### src/rtl/uart_echo_ctrl.sv
// uart_echo_ctrl: buffers PHY RX bytes in a FIFO and replays them (echo or fixed reply) paced by tx_busy; optional macro UART_ECHO_UPCASE_EN
module uart_echo_ctrl #(
  parameter int DW = 8,
  parameter int DEPTH = 16,
  parameter logic [DW-1:0] REPLY_BYTE = DW'(8'h77),
  parameter int BUSY_TO = 7
) (
  input  logic                    clk,
  input  logic                    rst,
  input  logic                    rx_received,
  input  logic [DW-1:0]           rx_byte,
  input  logic                    rx_error,
  input  logic                    tx_busy,
  input  logic                    mode,
  input  logic                    clr_flags,
  output logic                    tx_transmit,
  output logic [DW-1:0]           tx_byte,
  output logic [$clog2(DEPTH):0]  fifo_level,
  output logic                    overflow,
  output logic                    tx_fault
);
  localparam int AW = $clog2(DEPTH);
  typedef enum logic [1:0] {IDLE, WAIT_BUSY, WAIT_DONE} state_t;
  state_t state_q, state_d;
  logic [AW:0] wptr_q, wptr_d, rptr_q, rptr_d;
  logic [3:0] cnt_q, cnt_d;
  logic [DW-1:0] tx_byte_q, tx_byte_d, wr_byte;
  logic [DW-1:0] mem_q [DEPTH];
  logic tx_transmit_q, tx_transmit_d, overflow_q, overflow_d, tx_fault_q, tx_fault_d;
  logic pop, push, valid_rx, fault_evt;
  assign fifo_level = wptr_q - rptr_q;
  assign tx_transmit = tx_transmit_q;
  assign tx_byte = tx_byte_q;
  assign overflow = overflow_q;
  assign tx_fault = tx_fault_q;
  // byte stored on push: fixed reply or (optionally upper-cased) echo
  always_comb begin
    wr_byte = mode ? REPLY_BYTE : rx_byte;
`ifdef UART_ECHO_UPCASE_EN
    if (DW == 8 && !mode && rx_byte >= DW'(8'h61) && rx_byte <= DW'(8'h7A)) wr_byte = rx_byte - DW'(8'h20);
`endif
  end
  // FIFO accounting, replay FSM and sticky flags
  always_comb begin
    state_d = state_q;
    cnt_d = cnt_q;
    tx_byte_d = tx_byte_q;
    fault_evt = 1'b0;
    pop = state_q == IDLE && fifo_level != '0;
    valid_rx = rx_received && !rx_error;
    push = valid_rx && (fifo_level < (AW+1)'(DEPTH) || pop);
    tx_transmit_d = pop;
    wptr_d = wptr_q + (AW+1)'(push);
    rptr_d = rptr_q + (AW+1)'(pop);
    case (state_q)
      IDLE: if (pop) begin
        state_d = WAIT_BUSY;
        tx_byte_d = mem_q[rptr_q[AW-1:0]];
        cnt_d = '0;
      end
      WAIT_BUSY: if (tx_busy) state_d = WAIT_DONE;
        else if (cnt_q == 4'(BUSY_TO - 1)) begin
          fault_evt = 1'b1;
          state_d = IDLE;
        end else cnt_d = cnt_q + 4'd1;
      WAIT_DONE: state_d = tx_busy ? WAIT_DONE : IDLE;
      default: state_d = IDLE;
    endcase
    overflow_d = (overflow_q && !clr_flags) || (valid_rx && !push);
    tx_fault_d = (tx_fault_q && !clr_flags) || fault_evt;
  end
  // control registers, cleared asynchronously
  always_ff @(posedge clk or posedge rst) begin
    if (rst) begin
      state_q <= IDLE;
      wptr_q <= '0;
      rptr_q <= '0;
      cnt_q <= '0;
      tx_byte_q <= '0;
      tx_transmit_q <= 1'b0;
      overflow_q <= 1'b0;
      tx_fault_q <= 1'b0;
    end else begin
      state_q <= state_d;
      wptr_q <= wptr_d;
      rptr_q <= rptr_d;
      cnt_q <= cnt_d;
      tx_byte_q <= tx_byte_d;
      tx_transmit_q <= tx_transmit_d;
      overflow_q <= overflow_d;
      tx_fault_q <= tx_fault_d;
    end
  end
  // FIFO storage needs no reset; occupancy is tracked by the pointers
  always_ff @(posedge clk) begin
    if (push) mem_q[wptr_q[AW-1:0]] <= wr_byte;
  end
endmodule
### config.mk
export PLATFORM = sky130hd
export DESIGN_NAME = uart_echo_ctrl
export DESIGN_NICKNAME = d
export VERILOG_FILES = /design/src/rtl/uart_echo_ctrl.sv
export SDC_FILE = /design/constraint.sdc
export NUM_CORES = 1
export LEC_CHECK = 0
export BUFFER_PORTS_ARGS = -buffer_cell sky130_fd_sc_hd__buf_2
export CORE_AREA = 2 2 88 175
export DETAILED_ROUTE_END_ITERATION = 16
export DIE_AREA = 0 0 90 177
export GPL_ROUTABILITY_DRIVEN = 0
export GPL_TIMING_DRIVEN = 1
export SYNTH_ARGS = -nofsm -noshare
export SYNTH_HDL_FRONTEND = slang
export SYNTH_SLANG_ARGS = --single-unit
### constraint.sdc
create_clock -name clk -period 3.65 [get_ports clk]
set_clock_uncertainty 0.1 [all_clocks]
set_input_delay 0.5475 -clock clk [delete_from_list [all_inputs] [get_ports clk]]
set_output_delay 0.5475 -clock clk [all_outputs]
set_load 0.02 [all_outputs]
==> results of run 1 <==
==> worst paths after layout <==
check	start	endpoint	slack, ns	depth (start not counted)
worst max-delay path	rptr_q[3]	mem_q[0][6]	0.39	7
worst min-delay path	rst	state_q[1]	0.29	2
worst max register to register	rptr_q[3]	mem_q[0][6]	0.39	7
worst min register to register	tx_fault	tx_fault	0.39	1
max in group asynchronous	rst	rptr_q[0]	2.46	2
min in group clk	clr_flags	tx_fault	0.30	3
==> cell usage in the layout (no fill, tap or decap), types with 5 or more instances in the layout <==
master                        n
sky130_fd_sc_hd__buf_2       30
sky130_fd_sc_hd__inv_1       16
sky130_fd_sc_hd__nor2_1      10
sky130_fd_sc_hd__or2_2        7
sky130_fd_sc_hd__a31oi_1      9
sky130_fd_sc_hd__dfrtp_1     26
sky130_fd_sc_hd__nand3_1      6
sky130_fd_sc_hd__buf_4        9
sky130_fd_sc_hd__mux2_2       8
sky130_fd_sc_hd__nand2_1     36
sky130_fd_sc_hd__mux4_2      31
sky130_fd_sc_hd__clkbuf_16   17
sky130_fd_sc_hd__and3_1      12
sky130_fd_sc_hd__ha_1        12
sky130_fd_sc_hd__edfxtp_1   128
sky130_fd_sc_hd__nor3_1       5
==> registers in the layout (all words and copies together) (netlist names) <==
signal	flops
cnt_q	4
mem_q	128
overflow	1
rptr_q	5
state_q	2
tx_byte	8
tx_fault	1
tx_transmit	1
wptr_q	5
==> cells by family after synthesis <==
| logic type | count (synthesis) |
|---|---|
| flops | 155 |
| simple gates | 91 |
| mux | 41 |
| buf+inv | 35 |
| compound gates | 33 |
| fa+ha+maj | 13 |
| xor+xnor | 8 |
==> metal layers <==
layer  wire length [µm]  global-route usage  share of wire  vias up
met5                  0                   0              0        -
met1               5080               0.203           0.39     1731
met4                320              0.0776          0.025        0
li1                   -                   -              -     1545
met3                508              0.0388          0.039       21
met2               7000               0.310           0.54       99
==> stage by stage <==
step / hold slack (ns) / utilization / setup WS (ns)
finish: 0.286 / 0.503 / 0.390
detailed placement: 0.373 / 0.466 / 0.424
CTS: 0.290 / 0.503 / 0.395
floorplan: 0.364 / - / 0.675
global route: 0.303 / 0.503 / 0.0631
global placement: 0.370 / 0.466 / 0.608
==> cell type report <==
cell class | instances | area, µm² | area share
clock buffer | 18 | 439 | 0.0595
clock inverter | 14 | 111 | 0.0151
inverter | 20 | 75.1 | 0.0102
multi-input combinational | 186 | 1770 | 0.240
sequential | 155 | 4520 | 0.613
tap | 195 | 244 | 0.0331
timing repair buffer | 39 | 218 | 0.0295
==> power by group through the flow <==
stage | Combinational, mW | Clock, mW | Sequential [mW]
after floorplan | 1.61 | 0 | 2.33
after global placement | 2.12 | 0 | 2.30
after detailed placement | 2.19 | 0 | 2.31
after CTS | 2.20 | 1.65 | 2.28
after global routing | 2.37 | 1.73 | 2.31
final | 2.17 | 1.62 | 2.28
==> flow_results.xml, run 1 <==
<?xml version="1.0" encoding="UTF-8"?>
<metrics>
  <group name="cts">
    <metric name="cts_h_tree_depth" unit="">4</metric>
    <metric name="clkLatencyLatePin" unit="ns">0.41</metric>
    <metric name="post_cts_hold_buffer_count" unit="">0</metric>
    <metric name="post_cts_resize_count" unit="">0</metric>
    <metric name="count_of_clock_tree_sinks" unit="">155</metric>
    <metric name="clock-root-buffer" unit="">sky130_fd_sc_hd__clkbuf_16</metric>
    <metric name="tritoncts.num_buffers" unit="">17</metric>
    <metric name="cts_setup_buffers" unit="">0</metric>
    <metric name="cts_tree" unit="">done</metric>
    <metric name="cts.reportedPaths.clkPinSlew" unit="ns">0.07</metric>
    <metric name="clockBufferDepth" unit="">2</metric>
  </group>
  <group name="drt">
    <metric name="via_density" unit="">5.42</metric>
    <metric name="detailroute.via_count" unit="">3396</metric>
    <metric name="route.final.wire_length" unit="µm">12900</metric>
    <metric name="ant_nets" unit="">0</metric>
    <metric name="drt-pass1-iter-count" unit="">4</metric>
    <metric name="post-route-drc-count" unit="">0</metric>
    <metric name="routedWlPerCell" unit="µm">20.6</metric>
    <metric name="detailedRoute.firstIterationViolations" unit="">187</metric>
  </group>
  <group name="synth">
    <metric name="synth-xor-area-share" unit="">0.0108</metric>
    <metric name="fraction_of_synthesis_flops_using_an_asynchronous_set_or_reset_pin" unit="">0.174</metric>
    <metric name="post_synthesis_compound_gate_area_fraction" unit="">0.0388</metric>
    <metric name="edff_count_synth" unit="">128</metric>
    <metric name="ys_top_cells_by_area" unit="">sky130_fd_sc_hd__edfxtp_1 59%, sky130_fd_sc_hd__mux4_2 11%, sky130_fd_sc_hd__dfrtp_1 10%</metric>
    <metric name="post_synth_mux_area_share" unit="">0.127</metric>
    <metric name="yosysSeqAreaShare" unit="">0.698</metric>
    <metric name="post_synthesis_cell_type_with_the_largest_combined_area" unit="">sky130_fd_sc_hd__edfxtp_1</metric>
    <metric name="post_synth_inst_count" unit="">376</metric>
    <metric name="postSynth.topFlopCell" unit="">sky130_fd_sc_hd__edfxtp_1</metric>
    <metric name="synth_top_area_frac" unit="">0.593</metric>
    <metric name="largest_family_of_logic_cells_by_synthesized_area" unit="">multiplexers</metric>
    <metric name="synth.yosys.warnings" unit="">0</metric>
    <metric name="synth.most_common_cell" unit="">sky130_fd_sc_hd__edfxtp_1</metric>
    <metric name="synth_adder_area_share" unit="">0.0263</metric>
    <metric name="netlist-cell-type-count" unit="">45</metric>
    <metric name="postSynthRegisterBits" unit="">155</metric>
    <metric name="synth_common_cells" unit="">128 x sky130_fd_sc_hd__edfxtp_1, 36 x sky130_fd_sc_hd__nand2_1, 31 x sky130_fd_sc_hd__mux4_2, 27 x sky130_fd_sc_hd__dfrtp_1, 16 x sky130_fd_sc_hd__inv_1</metric>
    <metric name="syn_avg_cell_area" unit="µm²">17.2</metric>
    <metric name="syn_area" unit="µm²">6480</metric>
    <metric name="synth_simple_gate_area_share" unit="">0.0701</metric>
    <metric name="mappedNetlistNets" unit="">404</metric>
  </group>
  <group name="sta">
    <metric name="max_slew_margin" unit="">0.160</metric>
    <metric name="min_period_over_period" unit="">0.893</metric>
    <metric name="tns_setup" unit="ns">0</metric>
    <metric name="max_freq" unit="MHz">307</metric>
    <metric name="timing_worst_slew_pin_value" unit="ns">1.26</metric>
    <metric name="rsz_0062_raised_after_global_routing" unit="">no</metric>
    <metric name="timing_hold_violations_final" unit="">0</metric>
    <metric name="setup-violations-final" unit="">0</metric>
    <metric name="final-max-slew-violation-count" unit="">0</metric>
    <metric name="finalCriticalPeriod" unit="ns">3.26</metric>
  </group>
  <group name="flow_run">
    <metric name="maxCapViolations" unit="">0</metric>
  </group>
  <group name="placed_design">
    <metric name="dpl.hpwl" unit="µm">8930</metric>
    <metric name="post-place-cells" unit="">595</metric>
    <metric name="port_buffers" unit="">30</metric>
    <metric name="place_area" unit="µm²">6830</metric>
  </group>
  <group name="setup_path">
    <metric name="worstPathCellList" unit="">inv_1 -&gt; ha_1 -&gt; a21oi_1 -&gt; and3_1 -&gt; or2_2 -&gt; o2111ai_1 -&gt; nor3_1</metric>
    <metric name="capturing_element_type_of_the_critical_path" unit="">flop</metric>
    <metric name="critical-path-top-delay-family" unit="">simple AND/OR/NAND/NOR gates</metric>
    <metric name="critPathSlowestCell" unit="">sky130_fd_sc_hd__nor3_1</metric>
    <metric name="max_stage_delay" unit="ns">0.85</metric>
    <metric name="timing_worst_setup_path_type" unit="">flop to flop</metric>
    <metric name="critPathBufInv" unit="">1</metric>
    <metric name="worst_ep_required_time" unit="ns">3.58</metric>
    <metric name="timing.critical_path.from_type" unit="">flop</metric>
    <metric name="cp_data_arrival_time" unit="ns">3.19</metric>
    <metric name="critPathMaxFanout" unit="">11</metric>
  </group>
  <group name="hold_path">
    <metric name="hold_path.class" unit="">input pin to asynchronous set/reset pin</metric>
  </group>
  <group name="floorplanning">
    <metric name="pin_count" unit="">31</metric>
    <metric name="die-area" unit="µm²">15900</metric>
    <metric name="site_rows" unit="">63</metric>
    <metric name="chipHeight" unit="µm">177</metric>
    <metric name="core_area" unit="µm²">14700</metric>
    <metric name="initial_utilization" unit="">0.442</metric>
    <metric name="floorplan.die.width" unit="µm">90</metric>
  </group>
  <group name="pwr">
    <metric name="total_leakage_power" unit="nW">2.63</metric>
    <metric name="power_switching" unit="mW">2.14</metric>
    <metric name="power.clock.fraction" unit="">0.267</metric>
    <metric name="power.density_cell_area" unit="nW/µm²">823</metric>
    <metric name="ir_worst_vdd" unit="mV">0.410</metric>
    <metric name="cell_internal_power_dissipation" unit="mW">3.94</metric>
    <metric name="p_seq_frac" unit="">0.376</metric>
    <metric name="power.combinational.fraction" unit="">0.357</metric>
    <metric name="total_power" unit="mW">6.07</metric>
    <metric name="power.share.switching" unit="">0.352</metric>
  </group>
  <group name="finish">
    <metric name="drive_gt1_frac" unit="">0.285</metric>
    <metric name="fin_nets" unit="">447</metric>
    <metric name="area_growth_from_synthesis_to_final_layout" unit="%">13.9</metric>
    <metric name="finish.instance_area" unit="µm²">7380</metric>
    <metric name="final_cell_count_no_fill" unit="">627</metric>
    <metric name="layout.filler_cells" unit="">1231</metric>
    <metric name="antenna_cells_inserted" unit="">0</metric>
  </group>
  <group name="grt">
    <metric name="grt_antenna_before_repair" unit="">0</metric>
    <metric name="vias_in_the_first_global_route" unit="">3742</metric>
    <metric name="grt_first_pass_wirelength" unit="µm">20800</metric>
    <metric name="global_route.usage.total" unit="">0.175</metric>
    <metric name="grt_total_ovfl" unit="">0</metric>
    <metric name="maximum_number_of_pins_on_one_net_before_global_route_repair" unit="">34</metric>
  </group>
  <group name="run_status">
    <metric name="outcome" unit="">finished clean</metric>
  </group>
</metrics>
Note: power is estimated with default switching activity, not from simulation.
==> run 2, diff against run 1 <==
--- a/config.mk
+++ b/config.mk
@@ -7,6 +7,7 @@
 export LEC_CHECK = 0
 export BUFFER_PORTS_ARGS = -buffer_cell sky130_fd_sc_hd__buf_2
 export CORE_AREA = 2 2 88 175
+export CTS_BUF_LIST = sky130_fd_sc_hd__clkbuf_4
 export DETAILED_ROUTE_END_ITERATION = 16
 export DIE_AREA = 0 0 90 177
 export GPL_ROUTABILITY_DRIVEN = 0
==> run 2 against run 1 <==
Net effect: largest power group unchanged; count of clock-buffer cells in the layout decreased by 1; combinational power about the same; setup slack got worse by 0.0031 ns; wire length shrank 1.7%; register-to-register slack hardly changed; largest cell class unchanged; highest routed layer unchanged.
==> flow_results.xml, run 2 (synthesis results as in run 1) <==
<?xml version="1.0" encoding="UTF-8"?>
<metrics>
  <group name="run_status">
    <metric name="outcome" unit="">finished clean</metric>
  </group>
  <group name="sta">
    <metric name="max_freq" unit="MHz">306</metric>
    <metric name="setup-violations-final" unit="">0</metric>
    <metric name="tns_setup" unit="ns">0</metric>
    <metric name="timing_hold_violations_final" unit="">0</metric>
    <metric name="rsz_0062_raised_after_global_routing" unit="">no</metric>
    <metric name="finalCriticalPeriod" unit="ns">3.26</metric>
    <metric name="final-max-slew-violation-count" unit="">0</metric>
    <metric name="finalHoldWorstSlack" unit="ns">0.138</metric>
    <metric name="timing_worst_slew_pin_value" unit="ns">1.24</metric>
    <metric name="min_period_over_period" unit="">0.894</metric>
    <metric name="max_slew_margin" unit="">0.169</metric>
  </group>
  <group name="pwr">
    <metric name="power.share.switching" unit="">0.382</metric>
    <metric name="p_seq_frac" unit="">0.425</metric>
    <metric name="power.clock.fraction" unit="">0.170</metric>
    <metric name="cell_internal_power_dissipation" unit="mW">3.31</metric>
    <metric name="ir_worst_vdd" unit="mV">0.423</metric>
    <metric name="total_power" unit="mW">5.35</metric>
    <metric name="total_leakage_power" unit="nW">2.49</metric>
    <metric name="power.density_cell_area" unit="nW/µm²">757</metric>
    <metric name="power.combinational.fraction" unit="">0.405</metric>
    <metric name="power_switching" unit="mW">2.04</metric>
  </group>
  <group name="drt">
    <metric name="ant_nets" unit="">0</metric>
    <metric name="detailroute.via_count" unit="">3419</metric>
    <metric name="via_density" unit="">5.44</metric>
    <metric name="post-route-drc-count" unit="">0</metric>
    <metric name="drt-pass1-iter-count" unit="">5</metric>
    <metric name="route.final.wire_length" unit="µm">12700</metric>
    <metric name="detailedRoute.firstIterationViolations" unit="">244</metric>
    <metric name="routedWlPerCell" unit="µm">20.2</metric>
  </group>
  <group name="hold_path">
    <metric name="hold_path.class" unit="">input pin to asynchronous set/reset pin</metric>
  </group>
  <group name="cts">
    <metric name="cts_tree" unit="">done</metric>
    <metric name="cts_setup_buffers" unit="">0</metric>
    <metric name="tritoncts.num_buffers" unit="">17</metric>
    <metric name="count_of_clock_tree_sinks" unit="">155</metric>
    <metric name="clock-root-buffer" unit="">sky130_fd_sc_hd__clkbuf_4</metric>
    <metric name="post_cts_resize_count" unit="">0</metric>
    <metric name="cts_h_tree_depth" unit="">4</metric>
    <metric name="clockBufferDepth" unit="">2</metric>
    <metric name="post_cts_hold_buffer_count" unit="">0</metric>
    <metric name="cts.reportedPaths.clkPinSlew" unit="ns">0.15</metric>
    <metric name="clkLatencyLatePin" unit="ns">0.54</metric>
  </group>
  <group name="floorplanning">
    <metric name="site_rows" unit="">63</metric>
    <metric name="initial_utilization" unit="">0.442</metric>
    <metric name="die-area" unit="µm²">15900</metric>
    <metric name="floorplan.die.width" unit="µm">90</metric>
    <metric name="chipHeight" unit="µm">177</metric>
    <metric name="core_area" unit="µm²">14700</metric>
    <metric name="pin_count" unit="">31</metric>
  </group>
  <group name="setup_path">
    <metric name="critPathMaxFanout" unit="">11</metric>
    <metric name="rr_worst_depth" unit="">7</metric>
    <metric name="regToRegStartpoint" unit="">rptr_q[3]</metric>
    <metric name="timing.critical_path.from_type" unit="">flop</metric>
    <metric name="capturing_element_type_of_the_critical_path" unit="">flop</metric>
    <metric name="timing_worst_setup_path_type" unit="">flop to flop</metric>
    <metric name="cp_data_arrival_time" unit="ns">3.31</metric>
    <metric name="timing.critical_path.from" unit="">rptr_q[3]</metric>
    <metric name="worst_ep_required_time" unit="ns">3.70</metric>
  </group>
  <group name="finish">
    <metric name="finish.utilization" unit="">0.482</metric>
    <metric name="final_cell_count_no_fill" unit="">628</metric>
    <metric name="fin_nets" unit="">447</metric>
    <metric name="layout_common_cells" unit="">128 x sky130_fd_sc_hd__edfxtp_1, 36 x sky130_fd_sc_hd__nand2_1, 31 x sky130_fd_sc_hd__mux4_2</metric>
    <metric name="largest_register_ff_count" unit="">128</metric>
    <metric name="drive_gt1_frac" unit="">0.282</metric>
    <metric name="layout.filler_cells" unit="">1286</metric>
    <metric name="area_growth_from_synthesis_to_final_layout" unit="%">9.17</metric>
    <metric name="layout.cells.most_common" unit="">sky130_fd_sc_hd__edfxtp_1</metric>
  </group>
  <group name="grt">
    <metric name="global_route.usage.total" unit="">0.172</metric>
    <metric name="grt_antenna_before_repair" unit="">1</metric>
    <metric name="maximum_number_of_pins_on_one_net_before_global_route_repair" unit="">34</metric>
    <metric name="vias_in_the_first_global_route" unit="">3653</metric>
    <metric name="grt_total_ovfl" unit="">0</metric>
    <metric name="grt_first_pass_wirelength" unit="µm">20500</metric>
  </group>
  <group name="placed_design">
    <metric name="dpl.hpwl" unit="µm">8930</metric>
    <metric name="post-place-cells" unit="">595</metric>
    <metric name="port_buffers" unit="">30</metric>
  </group>
  <group name="flow_run">
    <metric name="maxCapViolations" unit="">0</metric>
  </group>
</metrics>
==> run 2: final timing paths <==
path	endpoint	slack, ns
max	mem_q[0][6]	0.39
min	state_q[1]	0.14
max reg2reg	mem_q[0][6]	0.39
min reg2reg	wptr_q[4]	0.40
max in group asynchronous	rptr_q[0]	2.59
min in group clk	tx_fault	0.16
==> run 2: routing by layer <==
layer  GRT usage  vias up  routed length (µm)
li1            -     1556                   -
met1       0.202     1739                5010
met2       0.305      105                6850
met3      0.0345       19                 458
met4      0.0731        0                 360
met5           0        -                   0
==> run 2: final cells by class <==
type | count | area [µm²] | area share
sequential | 155 | 4520 | 0.639
multi-input combinational | 186 | 1770 | 0.250
tap | 195 | 244 | 0.0345
timing repair buffer | 39 | 218 | 0.0308
clock buffer | 17 | 128 | 0.0180
clock inverter | 15 | 115 | 0.0163
inverter | 20 | 75.1 | 0.0106
antenna | 1 | 2.50 | 0.000354
==> run 2: power groups by stage <==
stage	clock [mW]	combinational (mW)	sequential (mW)
6_report	0.911	2.17	2.28
5_1_grt	1.01	2.37	2.30
4_1_cts	0.935	2.20	2.28
3_5_place_dp	0	2.19	2.31
3_3_place_gp	0	2.12	2.30
2_1_floorplan	0	1.61	2.33
==> run 2: critical path, cell delays in order (launching register included) <==
cell	delay, ns
sky130_fd_sc_hd__dfrtp_1	0.57
sky130_fd_sc_hd__inv_1	0.20
sky130_fd_sc_hd__ha_1	0.36
sky130_fd_sc_hd__a21oi_1	0.18
sky130_fd_sc_hd__and3_1	0.23
sky130_fd_sc_hd__or2_2	0.18
sky130_fd_sc_hd__o2111ai_1	0.21
sky130_fd_sc_hd__nor3_1	0.85
==> run 2: stage by stage <==
stage | cell area [µm²] | worst slack (ns)
finish | 7070 | 0.387
global route | 7070 | 0.0671
CTS | 7070 | 0.413
detailed placement | 6830 | 0.424
global placement | 6830 | 0.608
floorplan | 6480 | 0.675
